## config.mk

```make
export PLATFORM = sky130hd
export DESIGN_NAME = tt_sweep_driver
export DESIGN_NICKNAME = d
export VERILOG_FILES = /design/src/rtl/tt_sweep_pkg.sv /design/src/rtl/tt_settle_cnt.sv /design/src/rtl/tt_sweep_driver.sv
export SDC_FILE = /design/constraint.sdc
export NUM_CORES = 1
export LEC_CHECK = 0
export ABC_AREA = 1
export CORE_MARGIN = 10
export CORE_UTILIZATION = 46
export DETAILED_ROUTE_END_ITERATION = 8
export MAX_ROUTING_LAYER = met4
export PLACE_DENSITY_LB_ADDON = 0.3
export SLEW_MARGIN = 25
export SYNTH_ARGS = -nofsm -noshare
export SYNTH_HDL_FRONTEND = slang
export SYNTH_SLANG_ARGS = --single-unit
```

## constraint.sdc

```tcl
create_clock -name clk -period 1.5 [get_ports clk]
set_input_delay 0.15 -clock clk [delete_from_list [all_inputs] [get_ports clk]]
set_output_delay 0.15 -clock clk [all_outputs]
set_load 0.05 [all_outputs]
```

## src/rtl/tt_sweep_pkg.sv

```systemverilog
// Shared types and sizes for the truth-table sweep driver.
package tt_sweep_pkg;
  localparam int N_VEC = 16;
  localparam int IDX_W = 4;
  localparam int ERR_W = 5;

  typedef enum logic [1:0] {
    IDLE   = 2'd0,
    DRIVE  = 2'd1,
    SAMPLE = 2'd2,
    DONE   = 2'd3
  } state_t;
endpackage

```

## src/rtl/tt_settle_cnt.sv

```systemverilog
// Loadable down-counter that times how long each vector settles before sampling.
module tt_settle_cnt
  import tt_sweep_pkg::*;
#(
  parameter int W = IDX_W
) (
  input  logic         clk,
  input  logic         reset,
  input  logic         load,
  input  logic         en,
  input  logic [W-1:0] load_val,
  output logic         zero
);

  logic [W-1:0] cnt;

  // Load has priority; otherwise count down while enabled, stopping at zero.
  always_ff @(posedge clk) begin
    if (reset) begin
      cnt <= '0;
    end else if (load) begin
      cnt <= load_val;
    end else if (en && (cnt != '0)) begin
      cnt <= cnt - W'(1);
    end
  end

  assign zero = (cnt == '0);

endmodule

```

## src/rtl/tt_sweep_driver.sv

```systemverilog
// Sweeps all 16 {a,b,c,d} vectors into a 4-input DUT, captures s per vector
// and compares the captured table against EXPECTED.
// Optional first-mismatch logging is enabled by defining TT_SWEEP_ERRLOG_EN.
module tt_sweep_driver
  import tt_sweep_pkg::*;
#(
  parameter int          SETTLE_CYCLES = 2,
  parameter logic [15:0] EXPECTED      = 16'hAC3C
) (
  input  logic             clk,
  input  logic             reset,
  input  logic             start,
  input  logic             s,
  output logic             a,
  output logic             b,
  output logic             c,
  output logic             d,
  output logic             busy,
  output logic             done,
  output logic             pass,
  output logic [15:0]      resp,
`ifdef TT_SWEEP_ERRLOG_EN
  output logic             first_err_vld,
  output logic [IDX_W-1:0] first_err_idx,
`endif
  output logic [ERR_W-1:0] err_cnt
);

  localparam logic [IDX_W-1:0] SETTLE_LOAD = IDX_W'(SETTLE_CYCLES - 1);
  localparam logic [IDX_W-1:0] LAST_IDX    = IDX_W'(N_VEC - 1);

  state_t           state;
  state_t           state_nxt;
  logic [IDX_W-1:0] idx;
  logic             accept;
  logic             last_vec;
  logic             mismatch;
  logic             cnt_load;
  logic             cnt_zero;

  assign accept   = start && ((state == IDLE) || (state == DONE));
  assign last_vec = (idx == LAST_IDX);
  assign mismatch = (s != EXPECTED[idx]);
  assign cnt_load = accept || ((state == SAMPLE) && !last_vec);

  tt_settle_cnt #(
    .W(IDX_W)
  ) u_settle_cnt (
    .clk      (clk),
    .reset    (reset),
    .load     (cnt_load),
    .en       (state == DRIVE),
    .load_val (SETTLE_LOAD),
    .zero     (cnt_zero)
  );

  // State register.
  always_ff @(posedge clk) begin
    if (reset) begin
      state <= IDLE;
    end else begin
      state <= state_nxt;
    end
  end

  // Next-state logic: settle in DRIVE, sample once, then advance or finish.
  always_comb begin
    state_nxt = state;
    unique case (state)
      IDLE:    if (start) state_nxt = DRIVE;
      DRIVE:   if (cnt_zero) state_nxt = SAMPLE;
      SAMPLE:  state_nxt = last_vec ? DONE : DRIVE;
      DONE:    if (start) state_nxt = DRIVE;
      default: state_nxt = IDLE;
    endcase
  end

  // Vector index, response capture and mismatch count; cleared on each accepted start.
  always_ff @(posedge clk) begin
    if (reset) begin
      idx     <= '0;
      resp    <= '0;
      err_cnt <= '0;
    end else if (accept) begin
      idx     <= '0;
      resp    <= '0;
      err_cnt <= '0;
    end else if (state == SAMPLE) begin
      resp[idx] <= s;
      if (mismatch) err_cnt <= err_cnt + ERR_W'(1);
      if (!last_vec) idx <= idx + IDX_W'(1);
    end
  end

`ifdef TT_SWEEP_ERRLOG_EN
  // Latch the index of the first mismatching vector of the current sweep.
  always_ff @(posedge clk) begin
    if (reset) begin
      first_err_vld <= 1'b0;
      first_err_idx <= '0;
    end else if (accept) begin
      first_err_vld <= 1'b0;
      first_err_idx <= '0;
    end else if ((state == SAMPLE) && mismatch && !first_err_vld) begin
      first_err_vld <= 1'b1;
      first_err_idx <= idx;
    end
  end
`endif

  assign {a, b, c, d} = idx;
  assign busy         = (state == DRIVE) || (state == SAMPLE);
  assign done         = (state == DONE);
  assign pass         = done && (err_cnt == '0);

endmodule
```

-- Yosys cells after proc, flatten, opt, wreduce, memory -nomap -nowiden
Memory sizes are Yosys's and may differ from the RTL's. A register that Yosys moved wholly into a read port is not among the register bits.
Index checks and enable logic that the tools add are counted.
- $lt $le $gt $ge: 2
- $add $sub $neg: 3
- reductions and logical operators: 20
- bitwise logic cells: 1
- muxes and demuxes: 12
- equal/unequal tests: 7
- operators with widths (kind ; number):
    $bwmux W16 ; 1
    $mux W4 ; 2
    $mux W2 ; 3
    $pmux W2 S3 ; 1
    $reduce_and A2 Y1 ; 3
    $reduce_or A2 Y1 ; 3
    $add A5 B1 Y5 const B ; 1
    $logic_and A1 B1 Y1 ; 5
    $logic_not A5 Y1 ; 1
    $lt A4 B5 Y1 const B ; 1
    $add A4 B1 Y4 const B ; 1
    $demux W1 S4 ; 1
    $eq A2 B2 Y1 const B ; 2
    $eq A4 B4 Y1 const B ; 1
    $ge A4 B1 Y1 const B ; 1
    $logic_not A4 Y1 ; 1
    $mux W1 ; 4
    $reduce_bool A4 Y1 ; 1
    $sub A4 B1 Y4 const B ; 1
    $logic_or A1 B1 Y1 ; 3
    $eq A2 B1 Y1 const B ; 1
    $logic_not A2 Y1 ; 1
    $ne A2 B1 Y1 const B ; 1
    $ne A2 B2 Y1 const B ; 1
    4 further kinds ; 4
- output and inout port bits: 28
- logic and storage cells: 52
- memories kept: 1
- flip-flop bits (word level): 31
- bits in read-only memories: 16
- bits of input ports: 4
- memories (name ; words ; width ; read ports ; clocked after memory_dff ; wr ports ; line ; RTL):
    (no name shown) ; 16 ; 1 ; 1 ; 1 ; 0 ; tt_sweep_driver.sv:43 ; assign mismatch = (s != EXPECTED[idx]);

-- Logic depth before layout (Yosys ltp)
Gate-level depths: netlist (run 1).
- depth after elaboration: 5
- mapped depth: 11
- gate-level depth less buffers: 10

-- Hierarchy
A second synthesis (run 1) with hierarchy kept.
- cells, all modules: 218
- area total of the unflattened synthesis: 1671.6 um^2
- modules (own cells, without submodules) (module ; cells each ; instances ; area each (um^2)):
    tt_sweep_driver ; 177 ; 1 ; 1397.6
    tt_settle_cnt ; 41 ; 1 ; 274.0

-- Worst setup path after synthesis (run 1)
OpenSTA, ideal clock, no wires.
- path kind: register -> output
- start point: register state[0]
- end point: output pass
- data required time: 1.350 ns
- path slack: -0.683 ns
- cell stages (with the launch flop): 4
- path buffers: 0
- arrival: 2.033 ns
- path through: dfxtp_1 > ha_1 > nand3_1 > nor3_1
- longest elaborated chain between the ends: 2
- ends and longest elaborated chain (item ; line ; RTL):
    from (decl) ; tt_sweep_driver.sv:32 ; state_t state;
    from (signal assigned) ; tt_sweep_driver.sv:62 ; state <= state_nxt;
    $eq A2 B2 Y1 ; tt_sweep_driver.sv:113 ; assign done = (state == DONE);
    named net done ; tt_sweep_driver.sv:19 ; output logic done,
    $logic_and A1 B1 Y1 ; tt_sweep_driver.sv:114 ; assign pass = done && (err_cnt == '0);
    to (decl) ; tt_sweep_driver.sv:20 ; output logic pass,
The timed path passes the listed nets, and every way through them passes these cells.

-- Worst setup path in the final report (run 1)
- start point: register state[1]
- end point: output pass
- longest elaborated chain between the ends: 2
- ends and longest elaborated chain (item ; line):
    $eq A2 B2 Y1 ; tt_sweep_driver.sv:113
    $logic_and A1 B1 Y1 ; tt_sweep_driver.sv:114
Every way passes these cells.

==> results.md, run 1 <==
| Metric | Value | Unit |
|:---|:---|:---|
| Critical Path Slowest Stage Cell | sky130_fd_sc_hd__dfxtp_4 | - |
| Antenna violations before repair | 0 | - |
| Synth Instances | 203 | - |
| Worst max-slew margin expressed relative to the limit | 68.85 | % |
| Switching Share | 37.27 | % |
| Setup Crit Path Kind | reg -> out | - |
| Met2 track demand over resource | 19.09 | % |
| Share of the synthesized area in the top cell type | 39.97 | % |
| Clock latency reported for the late side of the worst-skew pair | 0.34 | ns |
| Clock slew at reported path FFs | 0.11 | ns |
| Post-synth net total | 218 | - |
| Number of distinct standard cells referenced by the synthesized netlist | 25 | - |
| Final min period | 1.501 | ns |
| Number of slew-limit violations in the final report | 0 | - |
| Ranking of synthesized cells by area | sky130_fd_sc_hd__dfxtp_1 (40%), sky130_fd_sc_hd__nand2_1 (8.9%), sky130_fd_sc_hd__ha_1 (8.6%) | - |
| GRT busiest layer | met2 | - |
| Layout-stage area growth over the synthesis result | 42.31 | % |
| Final Net Count | 265 | - |
| Violations in the final reports | setup timing | - |
| Power share of the clock group | 23.4 | % |
| Total vias in the final route | 1520 | - |
| Slew at the pin with the worst max-slew slack | 0.4655 | ns |
| Vias in the first global route | 1416 | - |
| Horizontal die dimension | 79.03 | um |
| Setup Skew | 0.01717 | ns |
| Number of input and output port buffers inserted | 31 | - |
| HPWL after detailed placement | 2.688 | mm |
| Total grt overflow | 0 | - |
| Antenna diode count | 0 | - |
| Detailed-route wire length | 3.757 | mm |
| Maximum number of pins on one net before global-route repair | 19 | - |
| Kind of cell with the highest combined delay on the critical path | flip-flops | - |
| Kind of capture point of the worst setup path | output pin | - |
| Number of endpoints failing setup at the final stage | 1 | - |
| FF-to-FF setup slack | 0.08 | ns |
| Critical Path Start Type | flop | - |
| RSZ-0062 raised after global routing | yes | - |
| Max_cap viols | 0 | - |
| First-pass GRT wire length | 6.223 | mm |
| Sequential fraction of design power | 31.6 | % |
| Wire per inst | 12.65 | um |
| Rows | 21 | - |
| CTS hold repair buffers | 0 | - |
| Post-layout power | 3.172 | mW |
| Starting Density | 47.66 | % |
| Chip height | 79.03 | um |
| Detailed Route Iter0 Violations | 62 | - |
| Maximum operating frequency | 0.6661 | GHz |
| First-pass detailed-route iteration total | 5 | - |
| Buffers plus inverters on the worst setup path | 2 | - |
| Largest driver fanout on the critical path | 2 | - |
| Run status | finished, violations left | - |
| Largest buffer count on any clock path | 2 | - |
| Number of nets with antenna violations after routing | 0 | - |
| Design internal power | 1.990 | mW |
| Number of clock sinks | 32 | - |
| Largest stage delay on the critical path | 0.38 | ns |
| Top cell type by total area after synthesis | sky130_fd_sc_hd__dfxtp_1 | - |
| Class of the tightest hold or removal check | reg -> reg | - |
| TritonCTS buffer count | 5 | - |
| CTS tree | done | - |
| Die ar. | 6246 | um^2 |
| Post-synthesis area per instance | 7.896 | um^2 |
| Least setup slack across all paths after layout | -0.001261 | ns |
| Crit path arrival time | 1.35 | ns |
| Total I/O pin count | 32 | - |
| # DRC | 0 | - |
| GR met3 Demand/Resource | 4.730 | % |
| Core box area | 3363 | um^2 |
| Peak ir drop on the vdd network | 0.001272 | V |
| H-tree depth | 2 | - |
| FF+latch count, synth | 32 | - |
| Cell-by-cell trace of the critical path | buf_6 -> ha_4 -> nand3_4 -> nor3_4 -> buf_12 | - |
| Fraction of power consumed by combinational cells | 45.0 | % |
| Total of fill cells in the finished design | 276 | - |
| Post-detailed-route via-to-cell ratio | 5.118 | - |
| Routability cong. | 0.7743 | - |
| Root cell of the clock tree | sky130_fd_sc_hd__clkbuf_4 | - |
| Global-route track usage on met1 | 13.79 | % |
| Share of layout cells above drive strength 1 | 31.87 | % |
| Number of warnings reported in the yosys synthesis log | 0 | - |
| Power density relative to cell area | 1391 | nW/um^2 |
| Final-report hold violation count | 0 | - |
| Proportion of synthesized chip area in sequential cells | 39.97 | % |
| Area of the mapped netlist | 1603 | um^2 |
| Endpoint required time on the critical path | 1.35 | ns |
| Switch Pwr | 1.182 | mW |
| All-Layer GR Usage | 12.35 | % |
| Share of the clock period used by the worst path after layout | 100.1 | % |
| LEAKAGE | 0.9924 | nW |
| Post-route core utilization | 67.82 | % |
synthesized netlist by cell type:
master,number
sky130_fd_sc_hd__nand2_1,38
sky130_fd_sc_hd__dfxtp_1,32
sky130_fd_sc_hd__inv_1,30
sky130_fd_sc_hd__a21oi_1,26
sky130_fd_sc_hd__a311oi_1,15
sky130_fd_sc_hd__nand3_1,14
sky130_fd_sc_hd__ha_1,11
sky130_fd_sc_hd__nor2_1,8
sky130_fd_sc_hd__o21ai_0,7
sky130_fd_sc_hd__buf_2,2
sky130_fd_sc_hd__inv_2,2
sky130_fd_sc_hd__nor2_2,2
sky130_fd_sc_hd__nor3_1,2
sky130_fd_sc_hd__o21ai_2,2
sky130_fd_sc_hd__xor2_1,2
sky130_fd_sc_hd__a211oi_1,1
sky130_fd_sc_hd__a21oi_2,1
sky130_fd_sc_hd__buf_6,1
sky130_fd_sc_hd__clkbuf_1,1
sky130_fd_sc_hd__clkbuf_8,1
sky130_fd_sc_hd__nand2_4,1
sky130_fd_sc_hd__nand3_4,1
sky130_fd_sc_hd__nand4_1,1
sky130_fd_sc_hd__nor2_4,1
sky130_fd_sc_hd__or2_1,1
stage by stage:
| stage | instances | instance area [um^2] | worst slack (ns) | TNS [ns] | hold WS, ns |
|---|---|---|---|---|---|
| after floorplan | 203 | 1640 | 0.003721 | 0 | 0.2124 |
| after global placement | 283 | 2047 | -0.005020 | -0.005020 | 0.4618 |
| after detailed placement | 283 | 2047 | -0.03256 | -0.03256 | 0.4630 |
| after CTS | 294 | 2210 | -0.05636 | -0.05636 | 0.4528 |
| after global routing | 297 | 2281 | -0.05880 | -0.06134 | 0.4963 |
| final | 297 | 2281 | -0.001261 | -0.001261 | 0.4727 |
worst reg2reg max path, stage by stage, from the launching register on:
cell and delay, ns:
sky130_fd_sc_hd__dfxtp_4 0.37, sky130_fd_sc_hd__buf_6 0.12, sky130_fd_sc_hd__buf_4 0.13, sky130_fd_sc_hd__inv_1 0.07, sky130_fd_sc_hd__ha_2 0.21, sky130_fd_sc_hd__nand2_4 0.08
sky130_fd_sc_hd__inv_4 0.08, sky130_fd_sc_hd__nor2_1 0.04, sky130_fd_sc_hd__o21ai_1 0.14, sky130_fd_sc_hd__inv_1 0.06
final timing paths:
check / from / endpoint / cells past startpoint
setup / recovery: state[1]$_SDFFE_PP0P_ / pass / 5
hold / removal: u_settle_cnt.cnt[3]$_SDFFE_PP0P_ / u_settle_cnt.cnt[3]$_SDFFE_PP0P_ / 2
setup reg to reg: state[1]$_SDFFE_PP0P_ / u_settle_cnt.cnt[0]$_SDFFE_PP0P_ / 9
hold reg to reg: u_settle_cnt.cnt[3]$_SDFFE_PP0P_ / u_settle_cnt.cnt[3]$_SDFFE_PP0P_ / 2
cells by family after synthesis:
logic type / after synthesis / synth area share, %
and+or+nand+nor: 69 / 19.83
buffers and inverters: 37 / 9.914
DFF: 32 / 39.97
adders and majority gates: 11 / 8.587
AOI/OAI and AO/OA: 52 / 20.61
xor gates and xnor gates: 2 / 1.093
cell type report:
type / count / area (um^2) / share of cell area [%]
Tap cell: 46 / 57.56 / 2.523
Inverter: 32 / 131.4 / 5.760
Multi-Input combinational cell: 134 / 902.1 / 39.55
Clock buffer: 7 / 65.06 / 2.852
Clock inverter: 1 / 30.03 / 1.317
Timing Repair Buffer: 45 / 444.2 / 19.47
Sequential cell: 32 / 650.6 / 28.52
power by group through the flow:
stage	combinational [mW]	sequential (mW)	clock [mW]
floorplan	0.731	1.10	0
global route	1.56	1.01	0.777
detailed placement	1.19	1.01	0
finish	1.43	1.00	0.742
global placement	1.17	1.01	0
CTS	1.26	0.997	0.758
timing repair:
item                                   in CTS  in global routing
gates resized for setup                    11                 15
setup endpoints to repair                   4                 13
gates cloned                                0                  0
buffers inserted                            3                  3
endpoints found under the hold margin       0                  0
pin swaps                                   3                  4
registers in the layout (all words and copies together), names as in the netlist, named ones only:
register	cells
state	2
u_settle_cnt.cnt	4
resp	16
idx	4
err_cnt	5
layout by cell type, fill, tap and decap left out, types with 3 or more instances in the layout:
cell type                         synthesis  final
sky130_fd_sc_hd__inv_1                   30     25
sky130_fd_sc_hd__dfxtp_2                  0      5
sky130_fd_sc_hd__dfxtp_1                 32     26
sky130_fd_sc_hd__a21oi_1                 26     25
sky130_fd_sc_hd__ha_4                     0      3
sky130_fd_sc_hd__clkdlybuf4s50_1          0      3
sky130_fd_sc_hd__buf_6                    1      3
sky130_fd_sc_hd__buf_4                    0     32
sky130_fd_sc_hd__buf_12                   0      7
sky130_fd_sc_hd__clkbuf_4                 0      5
sky130_fd_sc_hd__nor2_1                   8      8
sky130_fd_sc_hd__ha_1                    11      7
sky130_fd_sc_hd__nand2_1                 38     37
sky130_fd_sc_hd__a311oi_1                15     15
sky130_fd_sc_hd__nand3_1                 14     13
sky130_fd_sc_hd__inv_2                    2      4
sky130_fd_sc_hd__o21ai_0                  7      5
metal layers:
layer  routed length (um)  part of all wire [%]  vias up
met5                    0                     0        -
met4                   61                   1.6        0
met3                  278                   7.4        7
met2                 1723                    46       39
met1                 1694                    45      688
li1                     -                     -      786
(Power assumes the default switching activity.)
==> run 2: changes to the inputs <==
Settings changed: CORE_UTILIZATION 46 to 48, CTS_BUF_LIST set to sky130_fd_sc_hd__clkbuf_4 sky130_fd_sc_hd__clkbuf_8.
==> results.md, run 2 (synthesis gave the netlist of run 1 again) <==
| Metric | Value | Unit | vs previous |
|:---|:---|:---|:---|
| Largest buffer count on any clock path | 2 | - | unchanged |
| RSZ-0062 raised after global routing | yes | - | unchanged |
| Leading registers by flop count | resp x16, err_cnt x5 | - | unchanged |
| Share of layout cells above drive strength 1 | 35.69 | % | was 31.87% |
| Vias in the first global route | 1412 | - | was 1416 |
| Detailed Route Iter0 Violations | 139 | - | was 62 |
| Layout-stage area growth over the synthesis result | 44.50 | % | was 42.31% |
| LEAKAGE | 1.001 | nW | was 0.9924 nW |
| Die ar. | 6051 | um^2 | was 6246 um^2 |
| Worst R2R Start | state[1]$_SDFFE_PP0P_ | - | unchanged |
| Total I/O pin count | 32 | - | unchanged |
| Worst r2r path cells | 7 | - | was 9 |
| Max_cap viols | 0 | - | unchanged |
| Clock latency reported for the late side of the worst-skew pair | 0.34 | ns | about the same |
| Total vias in the final route | 1565 | - | was 1520 |
| Total grt overflow | 0 | - | unchanged |
| Kind of capture point of the worst setup path | output pin | - | unchanged |
| Share of the clock period used by the worst path after layout | 102.8 | % | was 100.1% |
| Final Net Count | 269 | - | was 265 |
| Critical Path Start Type | flop | - | unchanged |
| Post-Layout Inst Area | 2316 | um^2 | was 2281 um^2 |
| Flip-flop count of the largest register after layout | 16 | - | unchanged |
| Maximum number of pins on one net before global-route repair | 19 | - | unchanged |
| Setup Crit Path Kind | reg -> out | - | unchanged |
| Antenna diode count | 0 | - | unchanged |
| Core box area | 3128 | um^2 | was 3363 um^2 |
| Number of endpoints failing setup at the final stage | 7 | - | was 1 |
| Slew at the pin with the worst max-slew slack | 0.4987 | ns | was 0.4655 ns |
| Detailed-route wire length | 4.104 | mm | was 3.757 mm |
| Worst-case hold path end point | u_settle_cnt.cnt[3]$_SDFFE_PP0P_ | - | unchanged |
| Setup WS pre-CTS | -0.02752 | ns | was -0.03256 ns |
| Antenna violations before repair | 0 | - | unchanged |
| Root cell of the clock tree | sky130_fd_sc_hd__clkbuf_4 | - | unchanged |
| Dpl cell area | 2037 | um^2 | was 2047 um^2 |
| HPWL after detailed placement | 2.694 | mm | was 2.688 mm |
| Worst r2r dst | state[0]$_SDFFE_PP0P_ | - | was u_settle_cnt.cnt[0]$_SDFFE_PP0P_ |
| Hold Path Stages | 2 | - | unchanged |
| Wire per inst | 13.73 | um | was 12.65 um |
| H-tree depth | 2 | - | unchanged |
| # DRC | 0 | - | unchanged |
| Final-report hold violation count | 0 | - | unchanged |
| Post-detailed-route via-to-cell ratio | 5.234 | - | was 5.118 |
| All-Layer GR Usage | 12.96 | % | was 12.35% |
| Least setup slack across all paths after layout | -0.04203 | ns | was -0.001261 ns |
| First-pass GRT wire length | 6.403 | mm | was 6.223 mm |
| Final min period | 1.542 | ns | was 1.501 ns |
| Crit path arrival time | 1.39 | ns | was 1.35 ns |
| Clock slew at reported path FFs | 0.10 | ns | was 0.11 ns |
| Most frequent cells in the layout | sky130_fd_sc_hd__nand2_1 (35), sky130_fd_sc_hd__buf_4 (35), sky130_fd_sc_hd__dfxtp_1 (26) | - | was sky130_fd_sc_hd__nand2_1 (37), sky130_fd_sc_hd__buf_4 (32), sky130_fd_sc_hd__dfxtp_1 (26) |
| Class of the tightest hold or removal check | reg -> reg | - | unchanged |
| Number of nets with antenna violations after routing | 0 | - | unchanged |
| Setup Skew | 0.007419 | ns | was 0.01717 ns |
| Largest driver fanout on the critical path | 3 | - | was 2 |
| Hold Startpoint | u_settle_cnt.cnt[3]$_SDFFE_PP0P_ | - | unchanged |
| CTS tree | done | - | unchanged |
| Endpoint required time on the critical path | 1.35 | ns | about the same |
| Power density relative to cell area | 1375 | nW/um^2 | was 1391 nW/um^2 |
| Run status | finished, violations left | - | unchanged |
| Number of input and output port buffers inserted | 31 | - | unchanged |
| Register with the most flip-flops | resp | - | unchanged |
| Rows | 20 | - | was 21 |
| Maximum operating frequency | 0.6485 | GHz | was 0.6661 GHz |
| Number of clock sinks | 32 | - | unchanged |
| Sum Neg Setup Slack | -0.1697 | ns | was -0.001261 ns |
| Routability cong. | 0.7932 | - | was 0.7743 |
| First-pass detailed-route iteration total | 4 | - | was 5 |
| Chip height | 77.79 | um | was 79.03 um |
| Post-route core utilization | 74.04 | % | was 67.82% |
| FF-to-FF setup slack | -0.03 | ns | was 0.08 ns |
| Violations in the final reports | setup timing | - | unchanged |
| TritonCTS buffer count | 5 | - | unchanged |
| Starting Density | 51.24 | % | was 47.66% |
| Peak ir drop on the vdd network | 0.001523 | V | was 0.001272 V |
| Horizontal die dimension | 77.79 | um | was 79.03 um |
| Worst max-slew margin expressed relative to the limit | 66.72 | % | was 68.85% |
| Number of slew-limit violations in the final report | 0 | - | unchanged |
[run 2: cell count changes in the layout (fill, tap and decap cells not counted), sizes merged]
cell      before  now
clkinv         0    1
clkinvlp       1    2
buf           42   46
clkbuf         7    5
[run 2: how the worst max path moves through the flow]
stage	startpoint	end	depth (start not counted)
floorplan	state[1]$_SDFFE_PP0P_	pass	3
CTS	state[1]$_SDFFE_PP0P_	pass	5
global placement	state[0]$_SDFFE_PP0P_	flop	10
global route	state[1]$_SDFFE_PP0P_	u_settle_cnt.cnt[0]$_SDFFE_PP0P_	10
finish	state[1]$_SDFFE_PP0P_	busy	4
detailed placement	state[0]$_SDFFE_PP0P_	flop	10
[run 2: metal layers]
metal  track usage (%)  up-vias  share of wire, %
met3             4.724        9               7.5
met4             4.562        0               1.5
li1                  -      791                 -
met1             14.49      712                41
met2             20.81       53                50
met5                 -        -                 0
[run 2: cell type report]
cell class | count | area, um^2
flip-flops and latches | 32 | 648.1
well taps | 44 | 55.05
multi-input cells | 134 | 925.9
fillers | 232 | 812.0
inverters | 32 | 128.9
clock inverters | 3 | 42.54
repair buffers | 49 | 478.0
clock buffers | 5 | 37.54
[run 2: power by group]
| part | internal (mW) | switching [mW] | leakage, nW |
|---|---|---|---|
| registers | 0.939 | 0.0672 | 0.261 |
| logic | 0.630 | 0.888 | 0.698 |
| clock network | 0.347 | 0.313 | 0.0412 |
[run 2: worst max-delay path: stages (launching register included)]
cell and delay [ns]:
sky130_fd_sc_hd__dfxtp_2 0.36, sky130_fd_sc_hd__buf_6 0.12, sky130_fd_sc_hd__ha_4 0.29, sky130_fd_sc_hd__clkinvlp_4 0.12, sky130_fd_sc_hd__buf_12 0.16
[run 2: timing repair]
action / in CTS / in global routing
setup endpoints to repair: 3 / 14
cloned: 0 / 0
gates resized for setup: 16 / 17
pin swaps: 4 / 3
hold buffers: 0 / 0
setup buffers: 8 / 3
[run 2: metrics by stage]
stage / cells / hold slack (ns) / total power [mW]
after floorplan: 203 / 0.2124 / 1.834
after global placement: 280 / 0.4611 / 2.174
after detailed placement: 280 / 0.4582 / 2.200
after CTS: 296 / 0.4717 / 3.028
after global routing: 299 / 0.5074 / 3.343
final: 299 / 0.4722 / 3.184
